File: config.mk
export PLATFORM = sky130hd
export DESIGN_NAME = spi_slave_fifo
export DESIGN_NICKNAME = d
export VERILOG_FILES = /design/src/rtl/spi_pkg.sv /design/src/rtl/spi_sync_fifo.sv /design/src/rtl/spi_slave_fifo.sv
export SDC_FILE = /design/constraint.sdc
export NUM_CORES = 1
export LEC_CHECK = 0
export ABC_CLOCK_PERIOD_IN_PS = 3900
export BUFFER_PORTS_ARGS = -buffer_cell sky130_fd_sc_hd__buf_2
export CAP_MARGIN = 15
export CORE_MARGIN = 1.5
export CORE_UTILIZATION = 55
export DETAILED_ROUTE_END_ITERATION = 10
export PLACE_DENSITY = 0.77
export SETUP_SLACK_MARGIN = 0.3
export SLEW_MARGIN = 20
export SYNTH_ARGS = -nofsm -noshare
export SYNTH_HDL_FRONTEND = slang
export SYNTH_HIERARCHICAL = 1
export SYNTH_SLANG_ARGS = --single-unit
File: constraint.sdc
create_clock -name sclk -period 3.9 [get_ports sclk]
set_input_delay 1.17 -clock sclk [delete_from_list [all_inputs] [get_ports sclk]]
set_output_delay 1.17 -clock sclk [all_outputs]
set_load 0.02 [all_outputs]
File: src/rtl/spi_pkg.sv
// Shared definitions for the SPI slave with TX/RX FIFOs.
//   spi_state_e  : frame state (IDLE between frames, SHIFT inside a frame)
//   bit_order_e  : serial bit order, compared against the LSB_FIRST parameter
//   level_w()    : width of a FIFO occupancy count for a given depth
package spi_pkg;

  typedef enum logic {
    IDLE  = 1'b0,
    SHIFT = 1'b1
  } spi_state_e;

  typedef enum bit {
    ORD_MSB = 1'b0,
    ORD_LSB = 1'b1
  } bit_order_e;

  // An occupancy of 0..depth needs one more code than a pointer does.
  function automatic int unsigned level_w(input int unsigned depth);
    return $clog2(depth + 1);
  endfunction

endpackage

File: src/rtl/spi_sync_fifo.sv
// Single-clock FIFO used for both the TX and RX queues of spi_slave_fifo.
//   clk, rst_n   : clock (posedge) and asynchronous active-low reset
//   push, wdata  : write request and data (ignored when full, unless popping)
//   pop          : read request (ignored when empty)
//   rdata        : current head entry (zero after reset)
//   full, empty  : occupancy flags
//   level        : number of stored entries, 0..FIFO_DEPTH
// FIFO_DEPTH must be a power of two so the pointers wrap naturally.
module spi_sync_fifo
  import spi_pkg::*;
#(
  parameter int unsigned DATA_W     = 8,
  parameter int unsigned FIFO_DEPTH = 4
) (
  input  logic                                clk,
  input  logic                                rst_n,
  input  logic                                push,
  input  logic [DATA_W-1:0]                   wdata,
  input  logic                                pop,
  output logic [DATA_W-1:0]                   rdata,
  output logic                                full,
  output logic                                empty,
  output logic [level_w(FIFO_DEPTH)-1:0]      level
);

  localparam int unsigned AW = $clog2(FIFO_DEPTH);
  localparam int unsigned LW = level_w(FIFO_DEPTH);

  logic [DATA_W-1:0] mem_q [FIFO_DEPTH];
  logic [DATA_W-1:0] mem_d [FIFO_DEPTH];
  logic [AW-1:0]     wr_ptr_q, wr_ptr_d;
  logic [AW-1:0]     rd_ptr_q, rd_ptr_d;
  logic [LW-1:0]     count_q, count_d;
  logic              do_push, do_pop;

  assign full  = (count_q == LW'(FIFO_DEPTH));
  assign empty = (count_q == '0);
  assign rdata = mem_q[rd_ptr_q];
  assign level = count_q;

  // A push into a full FIFO is accepted when the same edge pops the head.
  assign do_pop  = pop && !empty;
  assign do_push = push && (!full || do_pop);

  always_comb begin
    mem_d    = mem_q;
    wr_ptr_d = wr_ptr_q;
    rd_ptr_d = rd_ptr_q;
    count_d  = count_q;
    if (do_push) begin
      mem_d[wr_ptr_q] = wdata;
      wr_ptr_d        = wr_ptr_q + AW'(1);
    end
    if (do_pop) begin
      rd_ptr_d = rd_ptr_q + AW'(1);
    end
    case ({do_push, do_pop})
      2'b10:   count_d = count_q + LW'(1);
      2'b01:   count_d = count_q - LW'(1);
      default: count_d = count_q;
    endcase
  end

  always_ff @(posedge clk or negedge rst_n) begin
    if (!rst_n) begin
      for (int unsigned i = 0; i < FIFO_DEPTH; i++) begin
        mem_q[i] <= '0;
      end
      wr_ptr_q <= '0;
      rd_ptr_q <= '0;
      count_q  <= '0;
    end else begin
      mem_q    <= mem_d;
      wr_ptr_q <= wr_ptr_d;
      rd_ptr_q <= rd_ptr_d;
      count_q  <= count_d;
    end
  end

endmodule

File: src/rtl/spi_slave_fifo.sv
// SPI slave (mode 0 style, posedge sclk only) with TX and RX FIFOs.
//   sclk, reset          : sole clock and asynchronous active-low reset
//   cs, mosi, miso       : active-low chip select, serial in, serial out
//   tx_data/valid/ready  : host push into the TX FIFO
//   rx_data/valid/ready  : host pop from the RX FIFO
//   busy                 : a frame is in progress
//   tx_level, rx_level   : FIFO occupancies
//   tx_underrun, rx_overrun, clr_err : sticky error flags and their clear
// Build option: define SPI_SLAVE_ERR_EN to get sticky error registers;
// otherwise both flags read 0 and clr_err is ignored.
module spi_slave_fifo
  import spi_pkg::*;
#(
  parameter int unsigned DATA_W     = 8,
  parameter int unsigned FIFO_DEPTH = 4,
  parameter bit          LSB_FIRST  = 1'b1
) (
  input  logic                           sclk,
  input  logic                           reset,
  input  logic                           cs,
  input  logic                           mosi,
  output logic                           miso,
  input  logic [DATA_W-1:0]              tx_data,
  input  logic                           tx_valid,
  output logic                           tx_ready,
  output logic [DATA_W-1:0]              rx_data,
  output logic                           rx_valid,
  input  logic                           rx_ready,
  output logic                           busy,
  output logic [level_w(FIFO_DEPTH)-1:0] tx_level,
  output logic [level_w(FIFO_DEPTH)-1:0] rx_level,
  output logic                           tx_underrun,
  output logic                           rx_overrun,
  input  logic                           clr_err
);

  localparam int unsigned CNT_W = $clog2(DATA_W);
  localparam bit          LSB   = (LSB_FIRST == ORD_LSB);
  localparam logic [CNT_W-1:0] LAST = CNT_W'(DATA_W - 1);

  spi_state_e        state_q, state_d;
  logic [CNT_W-1:0]  cnt_q, cnt_d;
  logic [DATA_W-1:0] tx_shift_q, tx_shift_d;
  logic              tx_loaded_q, tx_loaded_d;
  logic [DATA_W-1:0] rx_shift_q, rx_shift_d;

  logic [DATA_W-1:0] tx_head, tx_shifted, rx_next;
  logic              tx_full, tx_empty, rx_full, rx_empty;
  logic              tx_push, tx_pop, rx_push, rx_pop;
  logic              underrun_set, overrun_set;

  // TX leaves from the end nearest miso; RX enters at the opposite end so the
  // received word lines up bit-for-bit with what the master transmitted.
  assign tx_shifted = LSB ? (tx_shift_q >> 1) : (tx_shift_q << 1);
  assign rx_next    = LSB ? {mosi, rx_shift_q[DATA_W-1:1]}
                          : {rx_shift_q[DATA_W-2:0], mosi};

  assign tx_ready = !tx_full;
  assign tx_push  = tx_valid && !tx_full;
  assign rx_valid = !rx_empty;
  assign rx_pop   = rx_valid && rx_ready;

  spi_sync_fifo #(
    .DATA_W    (DATA_W),
    .FIFO_DEPTH(FIFO_DEPTH)
  ) u_tx_fifo (
    .clk  (sclk),
    .rst_n(reset),
    .push (tx_push),
    .wdata(tx_data),
    .pop  (tx_pop),
    .rdata(tx_head),
    .full (tx_full),
    .empty(tx_empty),
    .level(tx_level)
  );

  spi_sync_fifo #(
    .DATA_W    (DATA_W),
    .FIFO_DEPTH(FIFO_DEPTH)
  ) u_rx_fifo (
    .clk  (sclk),
    .rst_n(reset),
    .push (rx_push),
    .wdata(rx_next),
    .pop  (rx_pop),
    .rdata(rx_data),
    .full (rx_full),
    .empty(rx_empty),
    .level(rx_level)
  );

  // State register
  always_ff @(posedge sclk or negedge reset) begin
    if (!reset) begin
      state_q     <= IDLE;
      cnt_q       <= '0;
      tx_shift_q  <= '0;
      tx_loaded_q <= 1'b0;
      rx_shift_q  <= '0;
    end else begin
      state_q     <= state_d;
      cnt_q       <= cnt_d;
      tx_shift_q  <= tx_shift_d;
      tx_loaded_q <= tx_loaded_d;
      rx_shift_q  <= rx_shift_d;
    end
  end

  // Next state and shift datapath
  always_comb begin
    state_d      = state_q;
    cnt_d        = cnt_q;
    tx_shift_d   = tx_shift_q;
    tx_loaded_d  = tx_loaded_q;
    rx_shift_d   = rx_shift_q;
    tx_pop       = 1'b0;
    rx_push      = 1'b0;
    underrun_set = 1'b0;
    case (state_q)
      IDLE: begin
        if (!cs) begin
          // First bit edge: the word preloaded on earlier idle edges is
          // committed here, so it is only popped if it was actually loaded.
          rx_shift_d   = rx_next;
          tx_shift_d   = tx_shifted;
          tx_pop       = tx_loaded_q;
          underrun_set = !tx_loaded_q;
          cnt_d        = CNT_W'(1);
          state_d      = SHIFT;
        end else begin
          tx_shift_d  = tx_empty ? '0 : tx_head;
          tx_loaded_d = !tx_empty;
        end
      end
      SHIFT: begin
        if (cs) begin
          cnt_d   = '0;
          state_d = IDLE;
        end else begin
          rx_shift_d = rx_next;
          tx_shift_d = tx_shifted;
          cnt_d      = cnt_q + CNT_W'(1);
          if (cnt_q == LAST) begin
            // Reload here so a back-to-back frame has its bit 0 on miso
            // before the next edge.
            rx_push     = 1'b1;
            tx_shift_d  = tx_empty ? '0 : tx_head;
            tx_loaded_d = !tx_empty;
            cnt_d       = '0;
            state_d     = IDLE;
          end
        end
      end
      default: begin
        cnt_d   = '0;
        state_d = IDLE;
      end
    endcase
  end

  assign overrun_set = rx_push && rx_full && !rx_pop;

  // Outputs
  always_comb begin
    miso = 1'b0;
    if (!cs) begin
      miso = LSB ? tx_shift_q[0] : tx_shift_q[DATA_W-1];
    end
    busy = (state_q == SHIFT);
  end

`ifdef SPI_SLAVE_ERR_EN
  logic underrun_q, underrun_d;
  logic overrun_q, overrun_d;

  // A new error on the same edge as clr_err wins.
  always_comb begin
    underrun_d = underrun_q;
    overrun_d  = overrun_q;
    if (clr_err) begin
      underrun_d = 1'b0;
      overrun_d  = 1'b0;
    end
    if (underrun_set) underrun_d = 1'b1;
    if (overrun_set)  overrun_d  = 1'b1;
  end

  always_ff @(posedge sclk or negedge reset) begin
    if (!reset) begin
      underrun_q <= 1'b0;
      overrun_q  <= 1'b0;
    end else begin
      underrun_q <= underrun_d;
      overrun_q  <= overrun_d;
    end
  end

  assign tx_underrun = underrun_q;
  assign rx_overrun  = overrun_q;
`else
  logic unused_err;
  assign unused_err  = ^{clr_err, underrun_set, overrun_set};
  assign tx_underrun = 1'b0;
  assign rx_overrun  = 1'b0;
`endif

endmodule

==> results.txt <==
The synthesized cell area is roughly 0.0047 mm2. The clock slew seen by the registers of the worst setup and hold paths came out at roughly 90 ps. The run finished with clean final reports. The diode insertion count for antenna repair is 0. The post-synthesis area per instance is around 14 um2. The post-DP HPWL came out at 5550 um. The critical path data required time is 2730 ps.

The power per cell area is around 660 mW/mm2. In this run the vertical extent of the chip is 95.1 um. The filler cells instantiated in the layout total 648. The achievable clock frequency came out at 326 MHz. In this run the deepest clock path goes through 2 buffers.

The area of the core came out at between 0.008 and 0.009 mm2. The clock tree skew after final layout came out at 11.8 ps. The count of clock tree sinks is 98. The worst setup path is launched from a flip-flop. The count of cells resized by post-cts repair came out at 0. The number of setup buffers added after CTS is 0.

Of all nets on the critical path, the largest fanout is 10. The final-report max-slew violation count is 0. The initial standard-cell utilization of the core is 56.8%. The initialized floorplan defines 33 standard-cell rows. The first global-routing pass estimated 13200 um of wire.

The wire length per cell after detailed routing is ~17 um. The measured slew at the worst slew-check pin is between 800 and 900 ps. The time the final worst path needs with I/O delays and setup is 3060 ps. In this run, the number of DRC markers left after iteration 0 of detailed routing was 55. The number of global-route vias before repair is 2725. Headroom to the max-slew limit came out at about two fifths. The multi-input combinational cells in the finished layout cover a total of between 0.002 and 0.0025 mm2. The first detailed-routing pass took 4 iterations. The register area is 0.00245 mm2. The total of buffers placed on input and output ports came out at 31.

The width of the chip is 95.1 um. The critical path in this run is classified as flip-flop to output port. The post-detailed-route DRC marker count is 0. The number of hold-slack violations in the final timing report came to 0. Dividing the detail-routed via count by the number of cells gives between 5 and 6. The die covers 0.00904 mm2. The total via count after detailed routing came out at 2598. The hold buffer count at cts came out at 0.

The overall power came out at ~3400 uW. The setup total negative slack came out at 0 ps. The count of nets after finishing is 396. The final layout contains routed wiring with a total length of 7950 um.

The number of standard cells after synthesis came out at 332. Setup violations remaining at the end of the flow were counted as 0. The ratio of cells with drive above 1 in the final layout is between 40% and 50%. The leakage power came out at 0.00238 uW.

The worst-case vdd ir drop came out at about 0.46 mV. The data arrival time of the worst path came out at 1890 ps. The most common library cell in the layout ignoring fill and taps is dfrtp_1. The remaining global-route overflow is 0. The number of H-tree levels came out at 3. The total clock buffers created by CTS is 9.

The number of antenna violations at the first check in global routing is 0. In the layout the commonest cells are 98 x dfrtp_1, 69 x mux2_2, 30 x buf_2. TritonCTS built the clock tree. The class of the most critical hold timing path is flip-flop to flip-flop. The max capacitance violation total came out at 0. The buffer cell driving the clock tree root is clkbuf_8. The source-to-sink clock delay at the later pin of the worst-skew pair came out at 360 ps. The routability congestion estimate from global placement is 0.712. The worst setup path is captured at an output port. For this run, the total global-route usage over all layers was measured as 19.4%. The number of top-level design ports is 35.

In the finished design, the share of the clock period the worst path needs comes to between 70% and 80%. In this run the remaining antenna-violating nets after routing total 0. During synthesis, Yosys emitted a total of 6 warnings. The growth of design area from synthesis to finish is 9.71%.

The maximum number of pins on one net before global-route repair came out at 36. Setup repair after global routing left no endpoint under its margin.
==> worst max-delay path, cell delays in order (launching register included) <==
cell and delay [ps]:
dfrtp_1 750, mux4_2 600, buf_2 180
==> stage by stage <==
stage	util (%)	area (um2)	setup slack (ps)	cells	hold WS, ps
5_1_grt	62.3	5120	742	477	515
6_report	62.3	5120	835	477	486
3_3_place_gp	59.8	4920	799	461	464
2_1_floorplan	-	4670	678	333	452
3_5_place_dp	59.8	4920	750	461	471
4_1_cts	62.3	5120	800	477	492
==> path summary, 6_finish.rpt <==
| kind | start | end | depth (start not counted) | slack (ps) |
|---|---|---|---|---|
| max in group asynchronous | reset | cnt_q[0] | 2 | 2370 |
| worst min register to register | u_tx_fifo/mem_q[15] | u_tx_fifo/mem_q[15] | 1 | 490 |
| min in group asynchronous | reset | u_rx_fifo/mem_q[8] | 1 | 730 |
| worst max-delay path | u_rx_fifo/rd_ptr_q[0] | rx_data[5] | 2 | 840 |
| worst min-delay path | u_tx_fifo/mem_q[15] | u_tx_fifo/mem_q[15] | 1 | 490 |
| worst max register to register | busy | u_tx_fifo/level[2] | 9 | 1440 |
==> power breakdown <==
group / switching, uW / internal, uW
registers: 313 / 1330
clock network: 353 / 301
logic: 463 / 646
==> per-layer routing <==
metal | routed length, um | global-route usage, % | up-vias
met1 | 3520 | 24.2 | 1319
met3 | 235 | 5.58 | 7
met5 | 0 | 0 | -
met2 | 4090 | 33.2 | 35
li1 | - | - | 1237
met4 | 95 | 4.98 | 0
==> layout make-up <==
| cell class | count | area share, % |
|---|---|---|
| clock buffer | 9 | 2.42 |
| clock inverter | 7 | 1.49 |
| inverter | 13 | 0.954 |
| multi-input combinational | 209 | 40.8 |
| sequential | 98 | 47.9 |
| tap | 105 | 2.57 |
| timing repair buffer | 36 | 3.81 |
==> sequential cells by signal, summed over array words and instances (netlist names) <==
register	flops
busy	1
cnt_q	3
rx_shift_q	7
tx_loaded_q	1
tx_shift_q	8
u_rx_fifo/level	3
u_rx_fifo/mem_q	32
u_rx_fifo/rd_ptr_q	2
u_rx_fifo/wr_ptr_q	2
u_tx_fifo/level	3
u_tx_fifo/mem_q	32
u_tx_fifo/rd_ptr_q	2
u_tx_fifo/wr_ptr_q	2
Note: power is estimated with default switching activity, not from simulation.
